$ cat src/rtl/regfile_pkg.sv
// Shared constants and bundle types for the register-file write-back path.
// Holds widths, the hard-wired zero register index and the request bundle.
package regfile_pkg;

  localparam int DATA_W   = 64;
  localparam int ADDR_W   = 5;
  localparam int NUM_REGS = 32;

  localparam logic [ADDR_W-1:0] ZERO_REG = ADDR_W'(31);

  typedef struct packed {
    logic [ADDR_W-1:0] addr;
    logic [DATA_W-1:0] data;
  } wb_req_t;

endpackage

$ cat src/rtl/wb_scoreboard.sv
// Pending-write scoreboard for RAW hazard detection on two read addresses.
// Ports: claim (set), clr (clear on rf write), chk_addrA/B -> hazardA/B.
module wb_scoreboard
  import regfile_pkg::*;
(
  input  logic              clk,
  input  logic              reset,
  input  logic              claim_valid,
  input  logic [ADDR_W-1:0] claim_addr,
  input  logic              clr_valid,
  input  logic [ADDR_W-1:0] clr_addr,
  input  logic [ADDR_W-1:0] chk_addrA,
  input  logic [ADDR_W-1:0] chk_addrB,
  output logic              hazardA,
  output logic              hazardB
);

  logic [NUM_REGS-1:0] pending;
  logic [NUM_REGS-1:0] set_vec;
  logic [NUM_REGS-1:0] clr_vec;

  always_comb begin
    set_vec = '0;
    clr_vec = '0;
    if (claim_valid && claim_addr != ZERO_REG)
      set_vec = NUM_REGS'(1) << claim_addr;
    if (clr_valid)
      clr_vec = NUM_REGS'(1) << clr_addr;
  end

  // set is applied after clear so a same-cycle claim survives
  always_ff @(posedge clk or posedge reset) begin
    if (reset)
      pending <= '0;
    else
      pending <= (pending & ~clr_vec) | set_vec;
  end

  assign hazardA = pending[chk_addrA];
  assign hazardB = pending[chk_addrB];

endmodule

$ cat src/rtl/regfile_wb_arbiter.sv
// Round-robin write-back arbiter for the register file's single write port.
// Ports: req0/req1 valid-ready requests, registered write/wrAddr/wrData,
// claim/chk scoreboard interface, hazardA/B; conflict_cnt with WB_ARB_STATS_EN.
module regfile_wb_arbiter
  import regfile_pkg::*;
(
  input  logic              clk,
  input  logic              reset,
  input  logic              req0_valid,
  input  logic [ADDR_W-1:0] req0_addr,
  input  logic [DATA_W-1:0] req0_data,
  output logic              req0_ready,
  input  logic              req1_valid,
  input  logic [ADDR_W-1:0] req1_addr,
  input  logic [DATA_W-1:0] req1_data,
  output logic              req1_ready,
  output logic              write,
  output logic [ADDR_W-1:0] wrAddr,
  output logic [DATA_W-1:0] wrData,
  input  logic              claim_valid,
  input  logic [ADDR_W-1:0] claim_addr,
  input  logic [ADDR_W-1:0] chk_addrA,
  input  logic [ADDR_W-1:0] chk_addrB,
`ifdef WB_ARB_STATS_EN
  output logic [31:0]       conflict_cnt,
`endif
  output logic              hazardA,
  output logic              hazardB
);

  logic    last;
  logic    xfer;
  logic    gnt1;
  logic    keep;
  wb_req_t req0;
  wb_req_t req1;
  wb_req_t sel;

  assign req0 = '{addr: req0_addr, data: req0_data};
  assign req1 = '{addr: req1_addr, data: req1_data};

  // on conflict the requester that did not win last time gets the port
  assign req0_ready = req0_valid & (~req1_valid | last);
  assign req1_ready = req1_valid & (~req0_valid | ~last);

  assign xfer = req0_ready | req1_ready;
  assign gnt1 = req1_ready;
  assign sel  = gnt1 ? req1 : req0;
  assign keep = xfer && (sel.addr != ZERO_REG);

  always_ff @(posedge clk or posedge reset) begin
    if (reset) begin
      last   <= 1'b1;
      write  <= 1'b0;
      wrAddr <= '0;
      wrData <= '0;
    end else begin
      write <= keep;
      if (xfer)
        last <= gnt1;
      if (keep) begin
        wrAddr <= sel.addr;
        wrData <= sel.data;
      end
    end
  end

`ifdef WB_ARB_STATS_EN
  always_ff @(posedge clk or posedge reset) begin
    if (reset)
      conflict_cnt <= '0;
    else if (req0_valid && req1_valid && conflict_cnt != '1)
      conflict_cnt <= conflict_cnt + 32'd1;
  end
`endif

  wb_scoreboard u_sb (
    .clk         (clk),
    .reset       (reset),
    .claim_valid (claim_valid),
    .claim_addr  (claim_addr),
    .clr_valid   (write),
    .clr_addr    (wrAddr),
    .chk_addrA   (chk_addrA),
    .chk_addrB   (chk_addrB),
    .hazardA     (hazardA),
    .hazardB     (hazardB)
  );

endmodule
$ cat config.mk
export PLATFORM = sky130hd
export DESIGN_NAME = regfile_wb_arbiter
export DESIGN_NICKNAME = d
export VERILOG_FILES = /design/src/rtl/regfile_pkg.sv /design/src/rtl/wb_scoreboard.sv /design/src/rtl/regfile_wb_arbiter.sv
export SDC_FILE = /design/constraint.sdc
export NUM_CORES = 1
export LEC_CHECK = 0
export CORE_MARGIN = 2
export CORE_UTILIZATION = 48
export DETAILED_ROUTE_END_ITERATION = 7
export GPL_TIMING_DRIVEN = 0
export PLACE_DENSITY = 0.87
export SETUP_SLACK_MARGIN = 0.2
export SYNTH_ARGS = -nofsm -noshare
export SYNTH_HDL_FRONTEND = slang
export SYNTH_HIERARCHICAL = 1
export SYNTH_SLANG_ARGS = --single-unit
$ cat constraint.sdc
create_clock -name clk -period 4.72 [get_ports clk]
set_input_delay 0.944 -clock clk [delete_from_list [all_inputs] [get_ports clk]]
set_output_delay 0.944 -clock clk [all_outputs]
set_load 0.1 [all_outputs]
== Yosys cells after proc, flatten, opt, wreduce, memory -nomap -nowiden ==
Index checks and enable logic that the tools add are counted.
Storage, ports and cells
  output and inout bits: 74
  input port bits: 158
  word-level logic and storage cells: 31
  flip-flop bits (word level): 103
Operators by class
  shift operators: 2
  bitwise operators: 11
  order comparisons: 2
  eq/ne operators: 2
  reductions and logical operators: 2
  multiplexer cells: 7
Operators with widths (number)
  69-bit 2-to-1 mux: 1
  32-bit 2-to-1 mux: 2
  1-bit by 5-bit << shifter with 32-bit output, first input constant: 2
  32-bit AND: 1
  32-bit inverter: 1
  32-bit OR: 1
  5-bit by 6-bit < comparator with 1-bit output, second input constant: 2
  1-bit binary-select mux with 5-bit select: 2
  5-bit inequality test, second input constant: 2
  1-bit inverter: 3
  1-bit OR: 3
  1-bit AND: 2
  1-bit logical AND: 2
  1-bit 2-to-1 mux: 2

== Depth between registers and ports, before layout ==
Gate-level depths: netlist (run 1).
  depth in word-level cells: 6
  gate-level depth with buffers: 7
  depth with buffers taken out: 5

== Cells and area by module ==
The synthesis (run 1) kept the hierarchy.
Modules (own cells, without submodules)
  regfile_wb_arbiter: sequential area each 1778.0 sq um, cells each 238, times used 1, area each 3798.6 sq um
  wb_scoreboard: sequential area each 800.8 sq um, cells each 220, times used 1, area each 2025.7 sq um

== Worst setup path after synthesis (run 1) ==
No wires, ideal clock.
  path type: input to output
  from: in chk_addrA[1]
  to: out hazardA
  stages: 5
  arrival: 2.427 ns
  path buffers: 2
  required time: 3.776 ns
  slack: 1.349 ns
  cells stage by stage: buf_6 -> buf_12 -> mux2i_1 -> a211oi_1 -> a311o_1
Between the ends
  cells in the longest elaborated chain, start to end: 2
RTL lines
  start, declared: line regfile_wb_arbiter.sv:22  | input logic [ADDR_W-1:0] chk_addrA,
  1-bit binary-select mux with 5-bit select: line wb_scoreboard.sv:39  | assign hazardA = pending[chk_addrA];
  1-bit 2-to-1 mux (not written as such): line wb_scoreboard.sv:39
  end, declared: line regfile_wb_arbiter.sv:27  | output logic hazardA,
No other way between the ends. The select of a mux whose other input is x is not followed.

== Worst setup path after layout (run 1) ==
  from: in chk_addrA[2]
  to: out hazardA
Same word-level chain as after synthesis.

==> results of run 1 <==
metal layers:
metal | routed length [µm] | global-route usage (%) | vias up
li1 | - | - | 2163
met1 | 6441 | 31.23 | 2272
met2 | 9232 | 48.21 | 226
met3 | 1203 | 6.564 | 44
met4 | 668 | 13.25 | 0
met5 | 0 | 0 | -
cell type report:
class	count	area, µm²
Tap cell	147	183.9
Antenna cell	1	2.502
Inverter	7	28.78
Multi-Input combinational cell	327	2990
Sequential cell	103	2579
Fill cell	779	3273
Clock inverter	4	95.09
Buffer	21	229.0
Timing Repair Buffer	229	2297
Clock buffer	11	232.7
how the worst max path moves through the flow:
stage | from | to | slack [ns]
floorplan | chk_addrA[1] | hazardA | 1.35
CTS | chk_addrB[2] | hazardB | 0.30
finish | chk_addrA[2] | hazardA | 0.67
global placement | chk_addrB[2] | hazardB | 0.35
detailed placement | chk_addrB[2] | hazardB | 0.31
global route | chk_addrB[2] | hazardB | 0.55
stage by stage:
stage / hold slack (ns) / instance area, µm² / std cells
2_1_floorplan: 0.4798 / 5824 / 458
3_3_place_gp: 0.4962 / 8300 / 834
3_5_place_dp: 0.4935 / 8303 / 834
4_1_cts: 0.5153 / 8631 / 849
5_1_grt: 0.5328 / 8636 / 849
6_report: 0.5156 / 8638 / 850
cells by family after synthesis:
group / Yosys count / share of synthesized area [%]
muxes: 161 / 34.54
and+or+nand+nor: 73 / 6.531
DFF: 103 / 44.28
AOI/OAI and AO/OA: 93 / 10.27
buffers and inverters: 28 / 4.382
cell usage after synthesis, drive strengths merged:
cell type / n
mux2: 128
dfrtp: 102
o21ai: 49
mux2i: 33
nand2: 25
buf: 19
nand3: 13
o31ai: 12
nand2b: 10
a22oi: 8
inv: 7
a21oi: 6
nor2: 6
o21a: 6
nor2b: 5
o22a: 5
or2: 4
or3: 3
a211oi: 2
a311o: 2
and2: 2
and2b: 2
clkbuf: 2
nand4b: 2
o41ai: 2
dfstp: 1
nand4: 1
o22ai: 1
timing repair:
item	in CTS	in global routing
endpoints found under the setup margin	0	2
buffers inserted	0	0
resized for setup	0	2
sequential cells by signal, summed over array words and instances, names as in the netlist:
signal / count
wrData: 64
last: 1
write: 1
wrAddr: 5
u_sb/pending: 32
where the power goes:
group          total, mW  switching [mW]  internal (mW)
clock              0.828           0.313          0.515
sequential          1.33           0.207           1.12
combinational       1.84            1.19          0.652
critical path, stage by stage:
cell             delay [ns]
clkdlybuf4s50_1        0.51
and2b_1                0.23
a22oi_1                0.25
nand4b_1               0.14
a21oi_1                0.13
a311o_1                0.14
dlymetal6s2s_1         0.75
==> impl_metrics.csv, run 1 <==
group,metric,value,unit
global_routing,gr-usage-all-layers,27.38,%
clocking,path_clk_slew,0.06,ns
floorplanning,die_h,114.2,µm
power_and_ir_drop,power_density,463.0,nW/µm²
critical_path,crit_required,3.78,ns
clocking,clock_sinks,103,
drt,dr_total_vias,4705,
global_routing,grt_pass1_wl,27200,µm
min_path,hp-class,"register to register",
logic_synthesis,ys_types,37,
timing,slew_viol_final,0,
drt,drc_errors,0,
power_and_ir_drop,max-vdd-ir-drop,0.4139,mV
logic_synthesis,synth_warnings,6,
clocking,cts_tree,"yes",
drt,dr.first_iter.drc_count,260,
timing,slew_headroom,23.22,%
min_path,min_from,"wrData[62]$_DFFE_PP0P_",
logic_synthesis,synth_cells,458,
drt,postRouteWirelength,17550,µm
min_path,min_to,"wrData[62]$_DFFE_PP0P_",
critical_path,endpoint_kind,"primary output",
timing,setup_violations,0,
final_layout,final_nets,856,
drt,viasPerCell,5.535,
power_and_ir_drop,leakage,3.680,nW
critical_path,regToRegSetupSlack,2.88,ns
drt,ant_nets,0,
timing,fin_ws,0.6736,ns
floorplanning,die_area,13030,µm²
clocking,cts_root_buf,"clkbuf_16",
global_routing,grt_max_degree,72,
global_routing,grt_pass1_vias,5095,
clocking,clk_path_buf_depth,2,
floorplanning,rows,40,
critical_path,rr_endpoint,"wrData[44]$_DFFE_PP0P_",
global_routing,overflow,0,
global_routing,antenna_found_initial,0,
critical_path,critPathKind,"primary input to primary output",
logic_synthesis,synth_area_leaders,"dfrtp_1, mux2_4, mux2_2",
logic_synthesis,synth_top_cell_by_area,"dfrtp_1",
flow_run,cap_violations,0,
floorplanning,io_pins,232,
floorplanning,die_x,114.2,µm
clocking,cts-buffers-inserted,9,
timing,fmax,247.1,MHz
logic_synthesis,ys_seq_elements,103,
timing,setup_tns,0,ns
power_and_ir_drop,p_total,3.999,mW
clocking,clk_latency,0.35,ns
place,hpwl,13880,µm
timing,rsz0062_at_grt,"false",
place,globalplace.congestion,0.8491,
place,post-place-ws,0.3099,ns
critical_path,reg2reg_depth,5,
critical_path,reg2reg_from,"last$_DFFE_PP1P_",
run_status,status,"finished, final reports clean",
timing,worstMarginPinSlew,1.150,ns
timing,fin_crit_sh,85.73,%
timing,fin_crit,4.046,ns
final_layout,layout_common_cells,"clkdlybuf4s50_1, dfrtp_1, mux2_2, mux2_4, o21ai_0",
final_layout,post-route-util,72.52,%
floorplanning,start_util,48.90,%
critical_path,cp-start-kind,"primary input",
final_layout,drive_above_1_share,24.07,%
clocking,htree_levels,3,
drt,wire_per_inst,20.64,µm
logic_synthesis,syn_avg_cell_area,12.72,µm²
final_layout,layout_commonest_cell,"clkdlybuf4s50_1",
logic_synthesis,synthDominantCellAreaShare,43.82,%
logic_synthesis,yosysSeqAreaShare,44.27,%
floorplanning,core_region_area,11910,µm²
min_path,whs_path_depth,1,
logic_synthesis,synth_nets,616,
drt,first_pass_iters,5,
critical_path,crit_fanout,4,
clocking,hold_buffers,0,
timing,fin_skew,0.009203,ns
critical_path,critPathArrivalTime,3.10,ns
logic_synthesis,netlist_area,5824,µm²
timing,hold_violations,0,
place,io_buffers,229,
final_layout,synthToLayoutAreaGrowth,48.31,%
No activity file was read; power rests on OpenSTA's default activity.
==> run 2: changes to the inputs <==
--- a/config.mk
+++ b/config.mk
@@ -5,7 +5,6 @@
 export SDC_FILE = /design/constraint.sdc
 export NUM_CORES = 1
 export LEC_CHECK = 0
-export CORE_MARGIN = 2
 export CORE_UTILIZATION = 48
 export DETAILED_ROUTE_END_ITERATION = 7
 export GPL_TIMING_DRIVEN = 0
==> run 2 against run 1 <==
Against the previous run: the run now ends with DRC left; routed wire length grew 3.5%; sequential share of layout area is essentially flat; cell count shrank 0.47%; critical path depth is the same; first-iteration DRC count grew 29%; total power is essentially flat; die area shrank 3.5%; critical path type unchanged; largest cell class unchanged; highest routed layer unchanged.
==> impl_metrics.csv, run 2 (synthesis results as in run 1) <==
group,metric,value,unit
critical_path,path_cells,"clkdlybuf4s50_1 > and2b_1 > a22oi_1 > nand4b_1 > a21oi_1 > a311o_1 > clkdlybuf4s50_1",
power_and_ir_drop,max-vdd-ir-drop,0.3358,mV
critical_path,critPathArrivalTime,3.44,ns
timing,setup_violations,0,
critical_path,endpoint_kind,"primary output",
final_layout,n_antenna_cell,0,
flow_run,cap_violations,0,
drt,dr_total_vias,4808,
final_layout,multi_input_area,2990,µm²
clocking,clk_path_buf_depth,2,
power_and_ir_drop,p_switching,1.731,mW
floorplanning,die_area,12580,µm²
final_layout,largest_reg_flops,64,
power_and_ir_drop,leakage,3.672,nW
place,hpwl,14030,µm
drt,wire_per_inst,21.46,µm
drt,viasPerCell,5.683,
power_and_ir_drop,p_comb_share,46.4,%
timing,slew_headroom,19.35,%
place,placed_area,8298,µm²
global_routing,overflow,0,
clocking,cts_root_buf,"clkbuf_16",
drt,drc_errors,5,
critical_path,critPathKind,"primary input to primary output",
final_layout,final_nets,856,
global_routing,grt_pass1_wl,28230,µm
final_layout,nFillCells,774,
final_layout,layout_commonest_cell,"clkdlybuf4s50_1",
place,globalplace.congestion,0.9256,
power_and_ir_drop,pwr-share-seq,33.2,%
timing,fin_crit,4.385,ns
run_status,status,"finished with violations",
clocking,cts-buffers-inserted,9,
floorplanning,io_pins,232,
clocking,clock_sinks,103,
timing,hold_violations,0,
floorplanning,die_h,112.2,µm
run_status,violations,"DRC",
drt,dr.first_iter.drc_count,335,
power_and_ir_drop,power.internal,2.265,mW
final_layout,layout_common_cells,"clkdlybuf4s50_1, dfrtp_1, mux2_2, mux2_4, o21ai_0",
floorplanning,rows,39,
power_and_ir_drop,p_total,3.996,mW
timing,setup_tns,0,ns
clocking,path_clk_slew,0.06,ns
power_and_ir_drop,switching_share,43.32,%
critical_path,crit_fanout,4,
global_routing,gr-usage-all-layers,29.39,%
timing,fmax,228.1,MHz
floorplanning,core_region_area,11610,µm²
clocking,clk_latency,0.35,ns
power_and_ir_drop,power_density,463.3,nW/µm²
final_layout,synthToLayoutAreaGrowth,48.10,%
drt,first_pass_iters,7,
critical_path,crit_required,3.78,ns
critical_path,cpMostUsedCell,"clkdlybuf4s50_1",
final_layout,drive_above_1_share,24.18,%
timing,slew_viol_final,0,
final_layout,largestRegisters,"wrData (64), u_sb/pending (32), wrAddr (5)",
floorplanning,start_util,50.15,%
timing,fin_skew,0.006491,ns
critical_path,crit_slowest_cell,"clkdlybuf4s50_1",
critical_path,cp-start-kind,"primary input",
timing,worstMarginPinSlew,1.208,ns
min_path,hp-class,"register to register",
drt,ant_nets,0,
global_routing,grt_max_degree,72,
power_and_ir_drop,power.share.clock,20.4,%
final_layout,design_area,8626,µm²
final_layout,regArea,2579,µm²
clocking,cts_tree,"yes",
timing,fin_crit_sh,92.90,%
drt,postRouteWirelength,18150,µm
timing,rsz0062_at_grt,"false",
global_routing,grt_pass1_vias,5266,
final_layout,post-route-util,74.27,%
floorplanning,die_x,112.2,µm
critical_path,critical-path-max-stage-delay,1.13,ns
final_layout,top_register,"wrData",
place,io_buffers,229,
global_routing,antenna_found_initial,0,
clocking,htree_levels,3,
timing,hold_slack,0.5112,ns
-- run 2: power by group through the flow --
stage / clock (mW) / combinational [mW] / sequential, mW
3_5_place_dp: 0 / 1.85 / 1.33
2_1_floorplan: 0 / 0.607 / 2.00
5_1_grt: 0.858 / 1.93 / 1.35
3_3_place_gp: 0 / 1.82 / 1.31
6_report: 0.815 / 1.85 / 1.33
4_1_cts: 0.820 / 1.86 / 1.32
-- run 2: metrics by stage --
stage | std cells | setup slack [ns]
6_report | 846 | 0.3351
5_1_grt | 846 | 0.2087
4_1_cts | 846 | 0.2714
3_5_place_dp | 830 | 0.2808
3_3_place_gp | 830 | 0.2599
2_1_floorplan | 458 | 1.349
-- run 2: final timing paths --
check | startpoint | end | cells past startpoint | slack, ns
max in group asynchronous | reset | u_sb/pending[5]$_DFF_PP0_ | 2 | 2.67
hold reg to reg | wrData[3]$_DFFE_PP0P_ | wrData[3]$_DFFE_PP0P_ | 1 | 0.51
setup reg to reg | last$_DFFE_PP1P_ | wrData[22]$_DFFE_PP0P_ | 5 | 2.88
min in group asynchronous | reset | wrData[62]$_DFFE_PP0P_ | 2 | 1.15
hold / removal | wrData[3]$_DFFE_PP0P_ | wrData[3]$_DFFE_PP0P_ | 1 | 0.51
setup / recovery | chk_addrA[2] | hazardA | 7 | 0.34
-- run 2: area by class of cell --
type	instances	area share (%)
repair buffers	229	26.60
multi-input cells	327	34.67
flip-flops and latches	103	29.90
well taps	143	2.074
inverters	7	0.3336
plain buffers	21	2.654
clock inverters	3	0.7543
clock buffers	13	3.017
-- run 2: timing repair --
item                       in CTS  in global routing
gates resized for setup         0                  1
setup buffers                   0                  0
setup endpoints to repair       0                  1
hold buffers                    0                  0
-- run 2: worst max-delay path, delay by kind of cell --
kind / cells / cell delay, ns
simple gates: 2 / 0.37
compound gates: 3 / 0.49
buf+inv: 2 / 1.64
-- run 2: layer usage --
| layer | GRT usage, % | vias to the layer above | wire, µm |
|---|---|---|---|
| met5 | 0 | - | 0 |
| met4 | 10.04 | 0 | 522 |
| met3 | 7.991 | 42 | 1453 |
| met2 | 52.05 | 254 | 9365 |
| met1 | 34.42 | 2351 | 6812 |
| li1 | - | 2161 | - |
